File: config.mk
export PLATFORM = sky130hd
export DESIGN_NAME = fta_to_wb_bridge
export DESIGN_NICKNAME = d
export VERILOG_FILES = /design/src/rtl/fta_to_wb_bridge.sv
export SDC_FILE = /design/constraint.sdc
export NUM_CORES = 2
export LEC_CHECK = 0
export ABC_AREA = 1
export CAP_MARGIN = 30
export CORE_AREA = 4 4 480 482
export CTS_CLUSTER_DIAMETER = 50
export DETAILED_ROUTE_END_ITERATION = 8
export DIE_AREA = 0 0 484 486
export GPL_TIMING_DRIVEN = 0
export SETUP_SLACK_MARGIN = 0.2
export SLEW_MARGIN = 20
export SYNTH_ARGS = -nofsm -noshare
export SYNTH_HDL_FRONTEND = slang
export SYNTH_SLANG_ARGS = --single-unit
export TNS_END_PERCENT = 10
File: constraint.sdc
create_clock -name clk -period 61.9 [get_ports clk]
set_input_delay 12.38 -clock clk [delete_from_list [all_inputs] [get_ports clk]]
set_output_delay 12.38 -clock clk [all_outputs]
set_load 0.03 [all_outputs]
File: src/rtl/fta_to_wb_bridge.sv
// fta_to_wb_bridge: FTA responder that replays queued requests as Wishbone
// classic-cycle transfers and answers each beat with a tid-tagged FTA response.
// Reads run blen+1 beats; writes always run a single beat.
// Optional feature macro: FTA2WB_RETRY_EN. When it is defined, the bridge
// reissues a beat itself on wb_rty_i, up to MAX_RETRY times. When it is
// undefined, the retry is passed back to the initiator as fta_rty.
module fta_to_wb_bridge #(
    parameter int DATA_WIDTH = 256,
    parameter int ADDR_WIDTH = 32,
    parameter int FIFO_DEPTH = 4,
    parameter int TIMEOUT    = 255,
    parameter int MAX_RETRY  = 3,
    localparam int SEL_WIDTH = DATA_WIDTH / 8
) (
    input  logic                  clk,
    input  logic                  rst,
    input  logic                  fta_cyc,
    input  logic                  fta_stb,
    input  logic                  fta_we,
    input  logic [ADDR_WIDTH-1:0] fta_adr,
    input  logic [SEL_WIDTH-1:0]  fta_sel,
    input  logic [DATA_WIDTH-1:0] fta_dat,
    input  logic [12:0]           fta_tid,
    input  logic [7:0]            fta_blen,
    output logic                  fta_stall,
    output logic                  fta_ack,
    output logic                  fta_err,
    output logic                  fta_rty,
    output logic [12:0]           fta_resp_tid,
    output logic [ADDR_WIDTH-1:0] fta_resp_adr,
    output logic [DATA_WIDTH-1:0] fta_resp_dat,
    output logic                  wb_cyc_o,
    output logic                  wb_stb_o,
    output logic                  wb_we_o,
    output logic [ADDR_WIDTH-1:0] wb_adr_o,
    output logic [SEL_WIDTH-1:0]  wb_sel_o,
    output logic [DATA_WIDTH-1:0] wb_dat_o,
    input  logic                  wb_ack_i,
    input  logic                  wb_err_i,
    input  logic                  wb_rty_i,
    input  logic [DATA_WIDTH-1:0] wb_dat_i
);
    localparam int                    PTR_W      = $clog2(FIFO_DEPTH);
    localparam logic [PTR_W:0]        FULL_CNT   = (PTR_W + 1)'(FIFO_DEPTH);
    localparam logic [PTR_W:0]        CNT_ONE    = (PTR_W + 1)'(1);
    localparam logic [PTR_W-1:0]      PTR_ONE    = PTR_W'(1);
    localparam logic [7:0]            TMO_LIMIT  = 8'(TIMEOUT);
    localparam logic [ADDR_WIDTH-1:0] BEAT_BYTES = ADDR_WIDTH'(SEL_WIDTH);
`ifdef FTA2WB_RETRY_EN
    localparam int                    RTY_W      = $clog2(MAX_RETRY + 2);
    localparam logic [RTY_W-1:0]      RTY_LIMIT  = RTY_W'(MAX_RETRY);
`endif

    typedef struct packed {
        logic                  we;
        logic [ADDR_WIDTH-1:0] adr;
        logic [SEL_WIDTH-1:0]  sel;
        logic [DATA_WIDTH-1:0] dat;
        logic [12:0]           tid;
        logic [7:0]            blen;
    } req_t;

    typedef enum logic [2:0] {
        S_IDLE, S_LOAD, S_BUS, S_NEXT, S_RETRY
    } state_t;

    // Request queue
    req_t             fifo_mem [FIFO_DEPTH];
    req_t             req_in, head;
    logic [PTR_W-1:0] wr_ptr_q, wr_ptr_d, rd_ptr_q, rd_ptr_d;
    logic [PTR_W:0]   count_q, count_d;
    logic             push, pop;

    // Sequencer state
    state_t                state_q;
    logic [7:0]            beats_q;
    logic [7:0]            tmo_q;
    logic [12:0]           tid_q;
`ifdef FTA2WB_RETRY_EN
    logic [RTY_W-1:0]      rty_cnt_q;
`endif
    logic                  wb_cyc_q, wb_stb_q, wb_we_q;
    logic [ADDR_WIDTH-1:0] wb_adr_q;
    logic [SEL_WIDTH-1:0]  wb_sel_q;
    logic [DATA_WIDTH-1:0] wb_dat_q;
    logic                  fta_ack_q, fta_err_q, fta_rty_q;
    logic [12:0]           resp_tid_q;
    logic [ADDR_WIDTH-1:0] resp_adr_q;
    logic [DATA_WIDTH-1:0] resp_dat_q;

    // Stall comes from the registered count only, so it never depends on this cycle's pop.
    assign fta_stall = (count_q == FULL_CNT);
    assign push      = fta_cyc & fta_stb & ~fta_stall;
    assign pop       = (state_q == S_IDLE) && (count_q != '0);
    assign req_in    = {fta_we, fta_adr, fta_sel, fta_dat, fta_tid, fta_blen};
    assign head      = fifo_mem[rd_ptr_q];

    assign wb_cyc_o     = wb_cyc_q;
    assign wb_stb_o     = wb_stb_q;
    assign wb_we_o      = wb_we_q;
    assign wb_adr_o     = wb_adr_q;
    assign wb_sel_o     = wb_sel_q;
    assign wb_dat_o     = wb_dat_q;
    assign fta_ack      = fta_ack_q;
    assign fta_err      = fta_err_q;
    assign fta_rty      = fta_rty_q;
    assign fta_resp_tid = resp_tid_q;
    assign fta_resp_adr = resp_adr_q;
    assign fta_resp_dat = resp_dat_q;

    // Next queue pointers and occupancy; a push and a pop together cancel out
    always_comb begin
        wr_ptr_d = wr_ptr_q;
        rd_ptr_d = rd_ptr_q;
        count_d  = count_q;
        if (push) wr_ptr_d = wr_ptr_q + PTR_ONE;
        if (pop)  rd_ptr_d = rd_ptr_q + PTR_ONE;
        if (push && !pop)      count_d = count_q + CNT_ONE;
        else if (pop && !push) count_d = count_q - CNT_ONE;
    end

    // Queue pointer/count registers; reset flushes the queue
    always_ff @(posedge clk) begin
        if (rst) begin
            wr_ptr_q <= '0;
            rd_ptr_q <= '0;
            count_q  <= '0;
        end else begin
            wr_ptr_q <= wr_ptr_d;
            rd_ptr_q <= rd_ptr_d;
            count_q  <= count_d;
        end
    end

    // Queue storage needs no reset: the pointers define which entries are valid
    always_ff @(posedge clk) begin
        if (push) fifo_mem[wr_ptr_q] <= req_in;
    end

    // Sequencer: pops a request, drives Wishbone beats, issues one-cycle FTA responses
    always_ff @(posedge clk) begin
        if (rst) begin
            state_q    <= S_IDLE;
            beats_q    <= '0;
            tmo_q      <= '0;
            tid_q      <= '0;
`ifdef FTA2WB_RETRY_EN
            rty_cnt_q  <= '0;
`endif
            wb_cyc_q   <= 1'b0;
            wb_stb_q   <= 1'b0;
            wb_we_q    <= 1'b0;
            wb_adr_q   <= '0;
            wb_sel_q   <= '0;
            wb_dat_q   <= '0;
            fta_ack_q  <= 1'b0;
            fta_err_q  <= 1'b0;
            fta_rty_q  <= 1'b0;
            resp_tid_q <= '0;
            resp_adr_q <= '0;
            resp_dat_q <= '0;
        end else begin
            fta_ack_q <= 1'b0;
            fta_err_q <= 1'b0;
            fta_rty_q <= 1'b0;
            case (state_q)
                S_IDLE: begin
                    if (pop) begin
                        wb_we_q  <= head.we;
                        wb_adr_q <= head.adr;
                        wb_sel_q <= head.sel;
                        wb_dat_q <= head.dat;
                        tid_q    <= head.tid;
                        beats_q  <= head.we ? 8'd0 : head.blen;
                        state_q  <= S_LOAD;
                    end
                end
                // One cycle between popping the entry and raising the cycle
                S_LOAD: begin
                    wb_cyc_q  <= 1'b1;
                    wb_stb_q  <= 1'b1;
                    tmo_q     <= '0;
`ifdef FTA2WB_RETRY_EN
                    rty_cnt_q <= '0;
`endif
                    state_q   <= S_BUS;
                end
                S_BUS: begin
                    if (wb_ack_i) begin
                        fta_ack_q  <= 1'b1;
                        resp_tid_q <= tid_q;
                        resp_adr_q <= wb_adr_q;
                        resp_dat_q <= wb_we_q ? '0 : wb_dat_i;
                        wb_stb_q   <= 1'b0;
                        state_q    <= S_NEXT;
                    end else if (wb_err_i) begin
                        fta_err_q  <= 1'b1;
                        resp_tid_q <= tid_q;
                        resp_adr_q <= wb_adr_q;
                        resp_dat_q <= '0;
                        wb_cyc_q   <= 1'b0;
                        wb_stb_q   <= 1'b0;
                        state_q    <= S_IDLE;
                    end else if (wb_rty_i) begin
                        resp_tid_q <= tid_q;
                        resp_adr_q <= wb_adr_q;
                        resp_dat_q <= '0;
                        wb_stb_q   <= 1'b0;
                        wb_cyc_q   <= 1'b0;
`ifdef FTA2WB_RETRY_EN
                        if (rty_cnt_q == RTY_LIMIT) begin
                            fta_err_q <= 1'b1;
                            state_q   <= S_IDLE;
                        end else begin
                            rty_cnt_q <= rty_cnt_q + RTY_W'(1);
                            state_q   <= S_RETRY;
                        end
`else
                        fta_rty_q  <= 1'b1;
                        state_q    <= S_IDLE;
`endif
                    end else if (tmo_q == TMO_LIMIT) begin
                        fta_err_q  <= 1'b1;
                        resp_tid_q <= tid_q;
                        resp_adr_q <= wb_adr_q;
                        resp_dat_q <= '0;
                        wb_cyc_q   <= 1'b0;
                        wb_stb_q   <= 1'b0;
                        state_q    <= S_IDLE;
                    end else if (tmo_q != 8'hFF) begin
                        tmo_q <= tmo_q + 8'd1;
                    end
                end
                // stb gap between beats; cyc drops only after the final beat
                S_NEXT: begin
                    if (beats_q == 8'd0) begin
                        wb_cyc_q <= 1'b0;
                        state_q  <= S_IDLE;
                    end else begin
                        beats_q   <= beats_q - 8'd1;
                        wb_adr_q  <= wb_adr_q + BEAT_BYTES;
                        tmo_q     <= '0;
`ifdef FTA2WB_RETRY_EN
                        rty_cnt_q <= '0;
`endif
                        wb_stb_q  <= 1'b1;
                        state_q   <= S_BUS;
                    end
                end
                // Cycle was dropped for one clock; reissue the same beat
                S_RETRY: begin
                    wb_cyc_q <= 1'b1;
                    wb_stb_q <= 1'b1;
                    tmo_q    <= '0;
                    state_q  <= S_BUS;
                end
                default: state_q <= S_IDLE;
            endcase
        end
    end
endmodule
== After elaboration in Yosys (flattened, before gate mapping) ==
Memory sizes are Yosys's and may differ from the RTL's. A register that Yosys moved wholly into a read port is not among the register bits.
Index checks and enable logic that the tools add are counted.

* Add/sub/neg operators: 7
* Eq/ne operators: 17
* Muxes and demuxes: 54
* Bitwise operators: 4
* Reductions and logical operators: 23

{| class="wikitable"
|+ Operator list
! cell !! count
|-
| 256-bit two-way mux || 5
|-
| 32-bit two-way mux || 6
|-
| 8-bit two-way mux || 9
|-
| 32-bit case mux with 2 select lines || 1
|-
| 13-bit two-way mux || 4
|-
| 32-bit by 6-bit adder with 32-bit output, second input constant || 1
|-
| 8-bit case mux with 3 select lines || 1
|-
| 3-bit two-way mux || 7
|-
| 2-bit inequality test, second input constant || 8
|-
| 8-bit case mux with 2 select lines || 1
|-
| 1-bit two-way mux || 14
|-
| 3-bit case mux with 4 select lines || 1
|-
| 8-bit by 1-bit adder with 8-bit output, second input constant || 1
|-
| 8-bit == test, second input constant || 1
|-
| 8-bit zero test || 1
|-
| 8-bit inequality test, second input constant || 1
|-
| 8-bit by 1-bit subtractor with 8-bit output, second input constant || 1
|-
| 7-bit AND reduction || 1
|-
| 3-bit by 2-bit == test with 1-bit output, second input constant || 2
|-
| 3-bit == test, second input constant || 2
|-
| 2-bit two-way mux || 3
|-
| 1-bit case mux with 3 select lines || 2
|-
| 2-bit AND reduction || 3
|-
| 3-bit AND reduction || 2
|-
| 18 further kinds || 27
|}

* Bits in registers: 666
* RAM bits: 1368
* Input port bits: 605
* Output and inout port bits: 628
* Logic and storage cells: 125
* Memories: 1

{| class="wikitable"
|+ Memory list
! memory !! depth !! width !! read ports !! clocked after memory_dff !! write ports !! line !! source
|-
| fifo_mem || 4 || 342 || 1 || 1 || 1 || 68 || <nowiki>req_t fifo_mem [FIFO_DEPTH];</nowiki>
|}

== Depth between registers and ports, before layout ==
* Depth in word-level cells: 7
* Depth in mapped cells: 12
* Gate-level depth less buffers: 11

== Worst setup path before layout ==
OpenSTA, ideal clock, no wires.

* Path type: in2reg
* Start: input port fta_cyc
* End: memory fifo_mem[0][0] in the netlist's numbering (enable)
* Library setup time: 1.053 ns
* Arrival time: 26.891 ns
* Data required time: 60.847 ns
* Setup slack: 33.956 ns
* Stages on the path: 4
* Buffers on the path: 0
* Path through: nand2_1 nor2_1 inv_1 nor2_1

* Word-level cells in the longest chain between the ends: 4

{| class="wikitable"
|+ RTL lines
! item !! line !! source
|-
| start, declared || 17 || <nowiki>input logic fta_cyc,</nowiki>
|-
| 1-bit bitwise AND (2 in series) || 93 || <nowiki>assign push = fta_cyc & fta_stb & ~fta_stall;</nowiki>
|-
| named net push || 72 || <nowiki>logic push, pop;</nowiki>
|-
| 1-bit two-way mux || 137 || <nowiki>if (push) fifo_mem[wr_ptr_q] <= req_in;</nowiki>
|-
| 1-bit two-way mux (not written as such) || 137 ||
|-
| end, declared || 68 ||
|}

The timed path passes the listed nets, and every way through them passes these cells.

== Final worst setup path ==
* Start: input port fta_stb
* End: memory fifo_mem[1][281] in the netlist's numbering (enable)

* Word-level cells in the longest chain between the ends: 4

{| class="wikitable"
|+ RTL lines
! item !! line !! source
|-
| start, declared || 18 || <nowiki>input logic fta_stb,</nowiki>
|-
| 1-bit bitwise AND (2 in series) || 93 ||
|-
| named net push || 72 ||
|-
| 1-bit two-way mux || 137 ||
|-
| 1-bit two-way mux (not written as such) || 137 ||
|}

The timed path passes the listed nets, and every way through them passes these cells.

==> out/metrics.cfg <==
[floorplan]
ios=1233
dieWidth_um=484
rows=175
fp.dieH_um=486
start_util_pct=32.9
dieArea_mm2=0.235
core_area_mm2=0.226

[yosys]
synth_cell_types=31
syn_area_mm2=0.0745
synth_nets=7157
ys_ff_latch=2035
synth_seq_area_share_pct=73.0
syn_inst=6542
syn_area_per_cell_um2=11.4
yosys_warnings=0

[detailed_routing]
drt_pre_antenna_iters=6
drt_iter0_markers=4657
drc_errors=0
vias=57500
wl_per_cell_um=26.9
totalWireLength_mm=307
vias_per_cell=5.05
drtAntennaViolNets=0

[clock_network]
cts_tree=built
htreeDepth=4
hold_buffers=0
cts.clk_slew.worst_paths_ns=0.06
clockBufferDepth=3
post_cts_buffers=0
numCtsBuffers=237
clk_latency_ns=0.86
clock_sinks=2035
cts_resized=0
root_buffer=clkbuf_16

[hold_path]
hp-class=flop to flop

[worst_setup_path]
arrival_ns=15.55
critPathRequiredTime_ns=62.45
critPathMaxFanout=21
critPathKind=primary input to flop
startpoint_type=primary input
worstSetupEndpointType=flop

[global_route]
grt_overflow=0
grt_pass1_wl_mm=421
antenna_found_initial=123
grt_use_total_pct=25.0
grt_start_max_net_pins=23
first_global_vias=55600

[placed_design]
post-dp-hpwl_mm=231
io_buffers=1231
gp_congestion=0.957
dp.cells=10900

[flow_run]
cap_violations=0

[timing]
tightest_slew_ns=1.03
fin_crit_ns=15.00
rsz0062_at_grt=false
maxSlewHeadroom_pct=31.2
setup_tns_ns=0
whs_ns=0.455
fin_skew_ns=0.0493
setup_viol=0
hold_viol_final=0
period_share_pct=24.2
fmax_mhz=66.7
maxSlewViolCount=0

[power_and_ir_drop]
seqPwrFrac_pct=35.6
p_leak_nw=34.6
pwr-share-comb_pct=34.9
swShare_pct=38.5
clkPwrFrac_pct=29.5
switchingPower_mw=1.91
vdd_drop_max_v=0.0000341
p_per_area_mw_per_mm2=49.0
internal-power_mw=3.05

[layout]
fin_nets=8717
drive_gt1_share_pct=8.29
area_growth_pct=35.9
fillers=21000
finalNonFillerCells=11400

[run_status]
status=completed

[power by group through the flow]
stage / sequential [mW] / combinational [mW] / clock, mW
floorplan: 2.03 / 0.651 / 0
global placement: 1.84 / 1.71 / 0
detailed placement: 1.79 / 1.74 / 0
CTS: 1.77 / 1.75 / 1.49
global route: 1.78 / 1.86 / 1.55
finish: 1.77 / 1.73 / 1.47
[metrics by stage]
| step | setup slack (ns) | area (um^2) | utilization [%] | total power [mW] |
|---|---|---|---|---|
| 2_1_floorplan | 33.96 | 74500 | - | 2.68 |
| 3_3_place_gp | 18.90 | 90600 | 40.0 | 3.55 |
| 3_5_place_dp | 46.00 | 92700 | 41.0 | 3.53 |
| 4_1_cts | 46.92 | 101000 | 44.7 | 5.00 |
| 5_1_grt | 46.81 | 101000 | 44.7 | 5.19 |
| 6_report | 46.90 | 101000 | 44.7 | 4.97 |
[critical path: stages]
cell,delay (ns)
clkdlybuf4s50_1,0.46
nand2_1,0.12
nor2_1,0.35
inv_1,0.28
nor2_4,0.22
buf_12,0.20
buf_16,0.19
buf_16,0.17
buf_16,0.17
buf_16,0.18
buf_12,0.20
buf_16,0.18
buf_16,0.17
buf_12,0.19
[cells in the mapped netlist, drive strengths merged]
cell type	n	area share, %
xnor2	2	0.024
o21ai	1066	7.2
buf	191	1.4
nor3	7	0.047
nand2	717	3.6
fa	1	0.027
nor2	1435	7.3
a21oi	358	2.4
nand4	3	0.025
nand3b	2	0.020
nand3	55	0.38
inv	66	0.33
xor2	7	0.082
ha	9	0.15
and2	2	0.017
o22ai	7	0.059
dfxtp	667	18
clkbuf	257	1.3
edfxtp	1368	55
o211ai	1	0.010
clkinv	1	0.0050
a31oi	320	2.7
[placed cells by master, fill, tap and decap left out, types with 14 or more instances in the layout]
cell type        count
clkbuf_8            23
clkinv_4            15
buf_4               34
nand2_1            716
diode_2             70
clkbuf_16          246
nand3_1             54
edfxtp_1          1368
clkinvlp_4          14
nor2_1            1428
buf_16              44
inv_6               21
a21oi_1            358
clkinv_2            28
inv_1               60
buf_2              145
o21ai_0           1063
buf_12              40
bufinv_16           28
clkdlybuf4s50_1   1231
dfxtp_1            667
clkbuf_1           286
a31oi_1            320
clkinv_1            15
[sequential cells by signal, indices dropped and copies added (netlist names), 2 cells and up, named ones only]
register,cells
beats_q,8
fta_resp_tid,13
tid_q,13
wr_ptr_q,2
fifo_mem,1368
fta_resp_dat,256
fta_resp_adr,32
wb_sel_o,32
wb_adr_o,32
tmo_q,8
wb_dat_o,256
count_q,3
state_q,2
rd_ptr_q,2
[path summary, 6_finish.rpt]
| path | from | end | slack, ns | cells past startpoint |
|---|---|---|---|---|
| max | fta_stb | fifo_mem[1][281]$_DFFE_PP_ | 46.90 | 14 |
| min | tid_q[3]$_SDFFE_PP0P_ | fta_resp_tid[3]$_SDFFE_PP0P_ | 0.45 | 2 |
| max reg2reg | count_q[0]$_SDFFE_PP0P_ | fifo_mem[1][281]$_DFFE_PP_ | 58.58 | 13 |
| min reg2reg | tid_q[3]$_SDFFE_PP0P_ | fta_resp_tid[3]$_SDFFE_PP0P_ | 0.45 | 2 |
[layout make-up]
type | count | area, um^2 | area share, %
flip-flops and latches | 2035 | 54400 | 53.7
multi-input cells | 3992 | 17900 | 17.6
repair buffers | 1321 | 14400 | 14.2
clock buffers | 311 | 6630 | 6.54
well taps | 3009 | 3760 | 3.72
plain buffers | 448 | 2010 | 1.99
clock inverters | 136 | 1760 | 1.73
inverters | 67 | 251 | 0.248
diodes | 70 | 175 | 0.173
[kinds of logic after synthesis]
group                      Yosys count  synth area share [%]
AOI/OAI and AO/OA                 1752                  12.3
xor gates and xnor gates             9                 0.106
buffers and inverters              515                  3.02
adders and majority gates           10                 0.178
DFF                               2035                  73.0
and+or+nand+nor                   2221                  11.4
[metal layers]
layer | up-vias | routed length, um | track usage [%]
li1 | 26300 | - | -
met1 | 28100 | 109000 | 27.4
met2 | 2374 | 148000 | 41.6
met3 | 629 | 27300 | 8.18
met4 | 74 | 20900 | 16.2
met5 | - | 433 | 0
Power figures use the tool's default switching activity.
